<file path="config.mk">
export PLATFORM = sky130hd
export DESIGN_NAME = i2c_target_slave_flat
export DESIGN_NICKNAME = d
export VERILOG_FILES = /design/src/rtl/i2c_pkg.sv /design/src/rtl/i2c_target_slave_if.sv /design/src/rtl/i2c_sync_edge.sv /design/src/rtl/i2c_target_slave.sv /design/src/flat_wrapper.sv
export SDC_FILE = /design/constraint.sdc
export NUM_CORES = 1
export LEC_CHECK = 0
export CAP_MARGIN = 30
export CORE_AREA = 2 2 68 70
export DETAILED_ROUTE_END_ITERATION = 8
export DIE_AREA = 0 0 70 72
export PLACE_DENSITY = 0.67
export SLEW_MARGIN = 20
export SYNTH_ARGS = -nofsm -noshare
export SYNTH_HDL_FRONTEND = slang
export SYNTH_SLANG_ARGS = --single-unit
</file>
<file path="constraint.sdc">
create_clock -name clk -period 4.9 [get_ports clk]
set_clock_uncertainty 0.1 [all_clocks]
set_input_delay 0.49 -clock clk [delete_from_list [all_inputs] [get_ports clk]]
set_output_delay 0.49 -clock clk [all_outputs]
set_load 0.05 [all_outputs]
</file>
<file path="src/rtl/i2c_pkg.sv">
// Shared definitions for the I2C target: FSM state encoding and bus-level constants.
`timescale 1ns/1ps
package i2c_pkg;

    typedef enum logic [3:0] {
        IDLE     = 4'd0,
        ADDR     = 4'd1,
        ADDR_ACK = 4'd2,
        WR_DATA  = 4'd3,
        WR_ACK   = 4'd4,
        RD_DATA  = 4'd5,
        RD_ACK   = 4'd6,
        RD_LOAD  = 4'd7,
        IGNORE   = 4'd8
    } state_e;

    localparam logic I2C_RW_WRITE = 1'b0;
    localparam logic I2C_RW_READ  = 1'b1;
    localparam logic I2C_ACK      = 1'b0;
    localparam logic I2C_NACK     = 1'b1;

endpackage

</file>
<file path="src/rtl/i2c_target_slave_if.sv">
// Pad and local sink/source signals of the I2C target, seen from the bus side (master)
// and from the block itself (slave).
`timescale 1ns/1ps
interface i2c_target_slave_if;
    logic       scl_i;
    logic       sda_i;
    logic       sda_oe;
    logic       busy;
    logic       addr_match;
    logic       wr_valid;
    logic [7:0] wr_data;
    logic       rd_req;
    logic [7:0] rd_data;
    logic       nack_seen;

    modport slave (
        input  scl_i, sda_i, rd_data,
        output sda_oe, busy, addr_match, wr_valid, wr_data, rd_req, nack_seen
    );

    modport master (
        output scl_i, sda_i, rd_data,
        input  sda_oe, busy, addr_match, wr_valid, wr_data, rd_req, nack_seen
    );
endinterface

</file>
<file path="src/rtl/i2c_sync_edge.sv">
// Synchroniser for one open-drain pad input plus single-cycle rise/fall strobes.
`timescale 1ns/1ps
module i2c_sync_edge #(
    parameter int SYNC_STAGES = 2
) (
    input  logic clk,
    input  logic rst_n,
    input  logic din,
    output logic level,
    output logic rise,
    output logic fall
);

    logic [SYNC_STAGES-1:0] sync_q;
    logic                   prev_q;

    // Preset to 1 so a released (idle) bus produces no edge when reset lifts.
    always_ff @(posedge clk or negedge rst_n) begin
        if (!rst_n) begin
            sync_q <= '1;
            prev_q <= 1'b1;
        end else begin
            sync_q <= {sync_q[SYNC_STAGES-2:0], din};
            prev_q <= sync_q[SYNC_STAGES-1];
        end
    end

    assign level = sync_q[SYNC_STAGES-1];
    assign rise  = level & ~prev_q;
    assign fall  = ~level & prev_q;

endmodule

</file>
<file path="src/rtl/i2c_target_slave.sv">
// 7-bit-address I2C target: START/STOP detection, address match, write sink pulses
// and read source handshake. SDA is only ever pulled low, and only changes on SCL fall.
`timescale 1ns/1ps
module i2c_target_slave
    import i2c_pkg::*;
#(
    parameter logic [6:0] SLAVE_ADDR  = 7'h50,
    parameter int         SYNC_STAGES = 2
) (
    input  logic                 clk,
    input  logic                 rst_n,
    i2c_target_slave_if.slave    bus
);

    logic scl_s, scl_rise, scl_fall;
    logic sda_s, sda_rise, sda_fall;

    i2c_sync_edge #(.SYNC_STAGES(SYNC_STAGES)) u_scl_sync (
        .clk(clk), .rst_n(rst_n), .din(bus.scl_i),
        .level(scl_s), .rise(scl_rise), .fall(scl_fall)
    );

    i2c_sync_edge #(.SYNC_STAGES(SYNC_STAGES)) u_sda_sync (
        .clk(clk), .rst_n(rst_n), .din(bus.sda_i),
        .level(sda_s), .rise(sda_rise), .fall(sda_fall)
    );

    state_e     state;
    logic [2:0] bitcnt;
    logic [7:0] shifter;
    logic       rw;
    logic       ack_phase;
    logic       sda_oe_q;
    logic       addr_match_q, wr_valid_q, rd_req_q, nack_seen_q;
    logic [7:0] wr_data_q;

    logic       start_cond, stop_cond;
    logic [7:0] shift_nxt;

    assign start_cond = sda_fall & scl_s;
    assign stop_cond  = sda_rise & scl_s;
    assign shift_nxt  = {shifter[6:0], sda_s};

    always_ff @(posedge clk or negedge rst_n) begin
        if (!rst_n) begin
            state        <= IDLE;
            bitcnt       <= 3'd7;
            shifter      <= 8'h00;
            rw           <= I2C_RW_WRITE;
            ack_phase    <= 1'b0;
            sda_oe_q     <= 1'b0;
            addr_match_q <= 1'b0;
            wr_valid_q   <= 1'b0;
            rd_req_q     <= 1'b0;
            nack_seen_q  <= 1'b0;
            wr_data_q    <= 8'h00;
        end else begin
            addr_match_q <= 1'b0;
            wr_valid_q   <= 1'b0;
            rd_req_q     <= 1'b0;
            nack_seen_q  <= 1'b0;

            // Bus conditions override any bit-level activity in every state.
            if (start_cond) begin
                sda_oe_q  <= 1'b0;
                bitcnt    <= 3'd7;
                shifter   <= 8'h00;
                ack_phase <= 1'b0;
                state     <= ADDR;
            end else if (stop_cond) begin
                sda_oe_q  <= 1'b0;
                ack_phase <= 1'b0;
                state     <= IDLE;
            end else begin
                case (state)
                    ADDR: if (scl_rise) begin
                        shifter <= shift_nxt;
                        if (bitcnt == 3'd0) begin
                            if (shift_nxt[7:1] == SLAVE_ADDR) begin
                                addr_match_q <= 1'b1;
                                rw           <= shift_nxt[0];
                                rd_req_q     <= (shift_nxt[0] == I2C_RW_READ);
                                ack_phase    <= 1'b0;
                                state        <= ADDR_ACK;
                            end else begin
                                state <= IGNORE;
                            end
                        end else begin
                            bitcnt <= bitcnt - 3'd1;
                        end
                    end

                    ADDR_ACK: if (scl_fall) begin
                        if (!ack_phase) begin
                            sda_oe_q  <= 1'b1;
                            ack_phase <= 1'b1;
                        end else begin
                            ack_phase <= 1'b0;
                            bitcnt    <= 3'd7;
                            if (rw == I2C_RW_READ) begin
                                shifter  <= bus.rd_data;
                                sda_oe_q <= ~bus.rd_data[7];
                                state    <= RD_DATA;
                            end else begin
                                sda_oe_q <= 1'b0;
                                state    <= WR_DATA;
                            end
                        end
                    end

                    WR_DATA: if (scl_rise) begin
                        shifter <= shift_nxt;
                        if (bitcnt == 3'd0) begin
                            wr_data_q  <= shift_nxt;
                            wr_valid_q <= 1'b1;
                            ack_phase  <= 1'b0;
                            state      <= WR_ACK;
                        end else begin
                            bitcnt <= bitcnt - 3'd1;
                        end
                    end

                    WR_ACK: if (scl_fall) begin
                        if (!ack_phase) begin
                            sda_oe_q  <= 1'b1;
                            ack_phase <= 1'b1;
                        end else begin
                            sda_oe_q  <= 1'b0;
                            ack_phase <= 1'b0;
                            bitcnt    <= 3'd7;
                            state     <= WR_DATA;
                        end
                    end

                    // The MSB went out when the byte was loaded; each later fall presents the next bit.
                    RD_DATA: if (scl_fall) begin
                        if (bitcnt == 3'd0) begin
                            sda_oe_q <= 1'b0;
                            state    <= RD_ACK;
                        end else begin
                            bitcnt   <= bitcnt - 3'd1;
                            shifter  <= {shifter[6:0], 1'b0};
                            sda_oe_q <= ~shifter[6];
                        end
                    end

                    RD_ACK: if (scl_rise) begin
                        if (sda_s == I2C_ACK) begin
                            rd_req_q <= 1'b1;
                            state    <= RD_LOAD;
                        end else begin
                            nack_seen_q <= 1'b1;
                            state       <= IGNORE;
                        end
                    end

                    RD_LOAD: if (scl_fall) begin
                        shifter  <= bus.rd_data;
                        sda_oe_q <= ~bus.rd_data[7];
                        bitcnt   <= 3'd7;
                        state    <= RD_DATA;
                    end

                    IGNORE: sda_oe_q <= 1'b0;

                    default: state <= IDLE;
                endcase
            end
        end
    end

    assign bus.sda_oe     = sda_oe_q;
    assign bus.busy       = (state != IDLE);
    assign bus.addr_match = addr_match_q;
    assign bus.wr_valid   = wr_valid_q;
    assign bus.wr_data    = wr_data_q;
    assign bus.rd_req     = rd_req_q;
    assign bus.nack_seen  = nack_seen_q;

endmodule

</file>
<file path="src/flat_wrapper.sv">
// flat-port wrapper written by rule: the top's interface ports become plain ports
module i2c_target_slave_flat import i2c_pkg::*;
#(
    parameter logic [6:0] SLAVE_ADDR  = 7'h50,
    parameter int         SYNC_STAGES = 2
)
  (clk, rst_n, bus_scl_i, bus_sda_i, bus_rd_data, bus_sda_oe, bus_busy, bus_addr_match, bus_wr_valid, bus_wr_data, bus_rd_req, bus_nack_seen);
  i2c_target_slave_if bus_i ();
  input  logic clk;
  input  logic rst_n;
  input wire logic [$bits(bus_i.scl_i)-1:0] bus_scl_i;
  input wire logic [$bits(bus_i.sda_i)-1:0] bus_sda_i;
  input wire logic [$bits(bus_i.rd_data)-1:0] bus_rd_data;
  output wire logic [$bits(bus_i.sda_oe)-1:0] bus_sda_oe;
  output wire logic [$bits(bus_i.busy)-1:0] bus_busy;
  output wire logic [$bits(bus_i.addr_match)-1:0] bus_addr_match;
  output wire logic [$bits(bus_i.wr_valid)-1:0] bus_wr_valid;
  output wire logic [$bits(bus_i.wr_data)-1:0] bus_wr_data;
  output wire logic [$bits(bus_i.rd_req)-1:0] bus_rd_req;
  output wire logic [$bits(bus_i.nack_seen)-1:0] bus_nack_seen;
  assign bus_i.scl_i = bus_scl_i;
  assign bus_i.sda_i = bus_sda_i;
  assign bus_i.rd_data = bus_rd_data;
  assign bus_sda_oe = bus_i.sda_oe;
  assign bus_busy = bus_i.busy;
  assign bus_addr_match = bus_i.addr_match;
  assign bus_wr_valid = bus_i.wr_valid;
  assign bus_wr_data = bus_i.wr_data;
  assign bus_rd_req = bus_i.rd_req;
  assign bus_nack_seen = bus_i.nack_seen;
  i2c_target_slave #(.SLAVE_ADDR(SLAVE_ADDR), .SYNC_STAGES(SYNC_STAGES)) u_core (.clk(clk), .rst_n(rst_n), .bus(bus_i));
endmodule
</file>
# After elaboration in Yosys (flattened, before gate mapping)
# Cells that the tools add are included.
[word_totals]
reg_bits = 35
elab_cells = 159
inputBits = 12
[op_classes]
eq_ne = 34
n_reduce_logical = 15
n_bitwise = 14
mux = 80
add_sub_neg = 1
[op_table]
columns = ["op", "n"]
rows = [
  ["4-bit 2-to-1 mux", 16],
  ["7-bit 2-to-1 mux", 9],
  ["4-bit by 1-bit != test with 1-bit output, second input constant", 14],
  ["1-bit 2-to-1 mux", 40],
  ["4-bit case mux with 8 select lines", 1],
  ["7-bit case mux with 4 select lines", 1],
  ["3-bit 2-to-1 mux", 9],
  ["3-bit by 1-bit != test with 1-bit output, second input constant", 9],
  ["4-bit by 3-bit == test with 1-bit output, second input constant", 4],
  ["5-bit nonzero test", 3],
  ["7-bit AND reduction", 2],
  ["13-bit AND reduction", 1],
  ["3-bit case mux with 4 select lines", 1],
  ["5-bit AND reduction", 2],
  ["9-bit AND reduction", 1],
  ["4-bit by 2-bit == test with 1-bit output, second input constant", 2],
  ["1-bit NOT", 8],
  ["7-bit == test, second input constant", 1],
  ["7-bit nonzero test", 1],
  ["1-bit bitwise AND", 6],
  ["6-bit AND reduction", 1],
  ["1-bit case mux with 5 select lines", 1],
  ["4-bit by 1-bit == test with 1-bit output, second input constant", 1],
  ["4-bit == test, second input constant", 1],
  ["other kinds (8)", 9],
]

# Logic depth before layout (Yosys ltp)
[depth]
ltp_word = 7
mapped_depth = 8
ltp_nobuf = 8

# By module
# From an unflattened synthesis, not the netlist that was laid out.
[hier_totals]
cells_unflattened = 191
hier_area_um2 = 1963.1
[by_module_without_submodules]
columns = ["mod", "cells_each", "area_each_um2", "n_inst"]
rows = [
  ["i2c_target_slave", 181, 1775.5, 1],
  ["i2c_sync_edge", 5, 93.8, 2],
]

# Least setup slack after synthesis
# No wires, ideal clock.
[synth_path]
path_type = "reg-to-reg"
from = "reg u_core.bitcnt[0]"
to = "reg u_core.bitcnt[0]"
setup_ps = 85
path_buffers = 0
stages_incl_launch_ff = 9
required_ps = 4715
arrival_ps = 1915
path_slack_ps = 2801
period_less_slack_ps = 2099
path_cell_list = "dfstp_2 inv_1 ha_1 and2b_1 a21boi_2 a41oi_1 o21a_1 a221oi_2 mux2_1"
[synth_between]
elab_chain_cells = 6
[synth_lines]
columns = ["element", "line_no", "text"]
rows = [
  ["start: declaration", "i2c_target_slave.sv:29", "logic [2:0] bitcnt;"],
  ["start signal: assignment", "i2c_target_slave.sv:89", "bitcnt <= bitcnt - 3'd1;"],
  ["start signal: assignment", "i2c_target_slave.sv:119", "bitcnt <= bitcnt - 3'd1;"],
  ["start signal: assignment", "i2c_target_slave.sv:141", "bitcnt <= bitcnt - 3'd1;"],
  ["3-bit by 1-bit subtractor with 3-bit output / 3-bit logical NOT (equally long branches)", "-", ""],
  ["3-bit 2-to-1 mux *", "i2c_target_slave.sv:78, i2c_target_slave.sv:113, i2c_target_slave.sv:137", ""],
  ["3-bit 2-to-1 mux (on tied branches)", "i2c_target_slave.sv:136, i2c_target_slave.sv:76", ""],
  ["3-bit case mux with 4 select lines *", "i2c_target_slave.sv:75", "case (state)"],
  ["3-bit 2-to-1 mux *", "i2c_target_slave.sv:70", "end else if (stop_cond) begin"],
  ["3-bit 2-to-1 mux *", "i2c_target_slave.sv:64", "if (start_cond) begin"],
]
# Mark *: on every way between the ends. The rest lies on a longest branch, timed or not. The select of a mux whose other input is x is not followed.
# A chain may end at the register's enable or synchronous reset.

# Worst setup path after layout
[layout_path]
from = "reg u_core.state[1]"
to = "out bus_busy"
[layout_between]
elab_chain_cells = 1
[layout_lines]
columns = ["element", "line_no", "text"]
rows = [
  ["start: declaration", "i2c_target_slave.sv:28", "state_e state;"],
  ["start signal: assignment", "i2c_target_slave.sv:46", "state <= IDLE;"],
  ["start signal: assignment", "i2c_target_slave.sv:69", "state <= ADDR;"],
  ["start signal: assignment", "i2c_target_slave.sv:73", "state <= IDLE;"],
  ["4-bit nonzero test", "i2c_target_slave.sv:173", "assign bus.busy = (state != IDLE);"],
  ["end: declaration", "flat_wrapper.sv:15", "output wire logic [$bits(bus_i.busy)-1:0] bus_busy;"],
]
# Every way passes these cells.

==> impl_metrics.toml <==
[run_status]
status = "finished clean"

[cells_and_area]
drive_gt1_frac = 0.127
layout_commonest_cell = "dfrtp_1"
nets = 250
final_cells = 289
antenna_cells = 0
n_fill_cell = 386
layout_common_cells = "26 x dfrtp_1, 24 x clkdlybuf4s50_1, 21 x nand2_1"
syn2layout_area_growth_pct = 17.9

[global_routing]
gr-usage-all-layers = 0.204
antenna_found_initial = 0
grt_overflow = 0
grt_pass1_vias = 1658
grt_first_pass_wirelength_um = 8100
grt_max_degree = 36

[timing]
fmax_mhz = 374
slew_viol_final = 0
whs_ns = 0.154
hold_viol_final = 0
period_share = 0.545
rsz0062_at_grt = "no"
relSlewSlack = 0.499
finalSetupViolCount = 0
fin_setup_tns_ns = 0
fin_crit_ns = 2.67
setup_ws_ns = 2.23
tightestPinTransition_ns = 0.752

[yosys]
syn_area_mm2 = 0.00205
synth.area.mux_share = 0.107
synth_area_per_cell_um2 = 9.59
synth_nets = 228
yosys.area_share.xor_xnor = 0.00853
synth_fa_ha_area_frac = 0.0122
synth_warnings = 0
synth_seq_cells = 35
synth_top_area_frac = 0.317
synth_edf_count = 0
ys_seq_area_frac = 0.432
synth_compound_area_frac = 0.197
synth_area_leaders = "dfrtp_1 32%, dfstp_2 12%, mux2_4 5.1%"
syn_inst = 214
synth_top_family_by_area = "simple AND/OR/NAND/NOR gates"
ys.flop_type = "dfrtp_1"
ys_types = 52
yosysTopAreaCell = "dfrtp_1"
ys_async_sr_fraction = 1.00
yosys.area_share.simple = 0.200

[clock_network]
cts_tree = "yes"
clock_path_buffers = 2
cts_sinks = 35
post_cts_resized = 0
cts_setup_buffers = 0
clk_latency_ns = 0.29
cts_max_level = 2
cts_made_buffers = 5
cts_root_buf = "clkbuf_8"
holdBufCountCts = 0
path_clk_slew_ns = 0.08

[detailed_routing]
top_layer = "met4"
wl_per_cell_um = 16.1
drtPass1Iterations = 4
vias_per_cell = 5.79
wl_met1_um = 2220
ant_nets = 0
drt_iter0_drc = 114
route.vias.total = 1674
drc = 0
wl_met2_um = 2060
routed_wl_um = 4660
met3_length_um = 318

[setup_path]
critPathKind = "reg2out"
critPathLaunchType = "register"
cp.required_ns = 4.31
reg2reg_slack_ns = 2.47
cp.arrival_ns = 2.08
cp_max_fo = 19
end_kind = "primary output"

[floorplan]
core_region_area_mm2 = 0.00426
ioPinCount = 26
die_x_um = 70
num_rows = 24
die_area_mm2 = 0.00504
initial_utilization = 0.482
die_h_um = 72

[power]
leakage_nw = 1.06
p_per_area_mw_per_mm2 = 293
peakVddDrop_v = 0.000242

[placement]
dp_hpwl_um = 3350
placed_cells = 281
portBuffers = 25
place_congestion = 0.901
dp_slack_ns = 2.51

[worst_hold_path]
hp-class = "in2async"

[job]
maxCapViolCount = 0
[worst max-delay path: stages (launching register included)]
cell and delay [ns]:
dfrtp_1 0.73, nor2_1 0.16, nand2_1 0.10, clkdlybuf4s50_1 0.79
[path summary, 6_finish.rpt]
check / start / endpoint / cells past startpoint
worst min register to register: u_core.u_sda_sync.sync_q[0]$_DFF_PN1_ / u_core.u_sda_sync.sync_q[1]$_DFF_PN1_ / 0
max in group asynchronous: rst_n / u_core.shifter[4]$_DFFE_PN0P_ / 1
min in group clk: u_core.u_sda_sync.sync_q[0]$_DFF_PN1_ / u_core.u_sda_sync.sync_q[1]$_DFF_PN1_ / 0
worst min-delay path: rst_n / u_core.state[3]$_DFFE_PN0P_ / 1
worst max-delay path: u_core.state[1]$_DFFE_PN0P_ / bus_busy / 3
worst max register to register: u_core.state[2]$_DFFE_PN0P_ / u_core.bitcnt[0]$_DFFE_PN1P_ / 6
[sequential cells by signal, indices dropped and copies added (netlist names)]
register	count
u_core.bus.wr_valid	1
u_core.rw	1
u_core.ack_phase	1
u_core.u_scl_sync.sync_q	2
u_core.u_sda_sync.prev_q	1
u_core.bus.nack_seen	1
u_core.state	4
u_core.u_sda_sync.sync_q	2
u_core.shifter	7
u_core.bitcnt	3
u_core.u_scl_sync.prev_q	1
u_core.bus.sda_oe	1
u_core.bus.addr_match	1
u_core.bus.wr_data	8
u_core.bus.rd_req	1
[synthesized netlist by cell type, types with 2 or more instances]
library cell and number:
mux2_1 3, dfrtp_1 26, xor2_1 2, nand2_1 21
and2_1 2, nand2b_1 5, a41oi_1 2, o21ai_1 4
o21a_1 4, inv_1 9, a211oi_1 2, nor2b_1 6
nand3_1 3, o2bb2ai_1 7, buf_4 2, mux2_4 7
a22oi_1 2, nor3_1 9, or3_1 2, o21ai_0 9
ha_1 2, o22ai_1 3, dfstp_2 9, o211ai_1 4
buf_2 2, a21oi_1 11, clkbuf_1 4, or2_1 2
mux2i_1 8, nor2_1 20
[per-stage QoR]
step	area [µm²]	power, mW	utilization
6_report	2420	0.710	0.568
5_1_grt	2420	0.752	0.568
4_1_cts	2420	0.716	0.568
3_5_place_dp	2310	0.452	0.541
3_3_place_gp	2310	0.449	0.541
2_1_floorplan	2050	0.413	-
[power by group]
group / internal [mW] / leakage [nW] / switching [mW]
logic: 0.0461 / 0.556 / 0.0632
clock network: 0.151 / 0.0581 / 0.111
registers: 0.318 / 0.449 / 0.0198
[logic make-up after synthesis]
| kind of cell | Yosys count |
|---|---|
| AND/OR/NAND/NOR | 80 |
| AO/OA/AOI/OAI | 58 |
| flip-flops | 35 |
| buffers and inverters | 19 |
| multiplexers | 18 |
| XOR/XNOR | 2 |
| adder cells (fa/ha/maj) | 2 |
[per-layer routing]
| metal | vias up | track usage |
|---|---|---|
| met3 | 9 | 0.0500 |
| met2 | 66 | 0.290 |
| met5 | - | 0 |
| li1 | 814 | - |
| met1 | 785 | 0.302 |
| met4 | 0 | 0.0769 |
[final cells by class]
| type | count | area [µm²] | share of cell area |
|---|---|---|---|
| clock buffers | 5 | 68.8 | 0.0284 |
| repair buffers | 25 | 245 | 0.101 |
| multi-input cells | 160 | 1080 | 0.445 |
| clock inverters | 3 | 43.8 | 0.0181 |
| well taps | 52 | 65.1 | 0.0269 |
| inverters | 9 | 33.8 | 0.0140 |
| flip-flops and latches | 35 | 887 | 0.366 |
(Power assumes the default switching activity.)
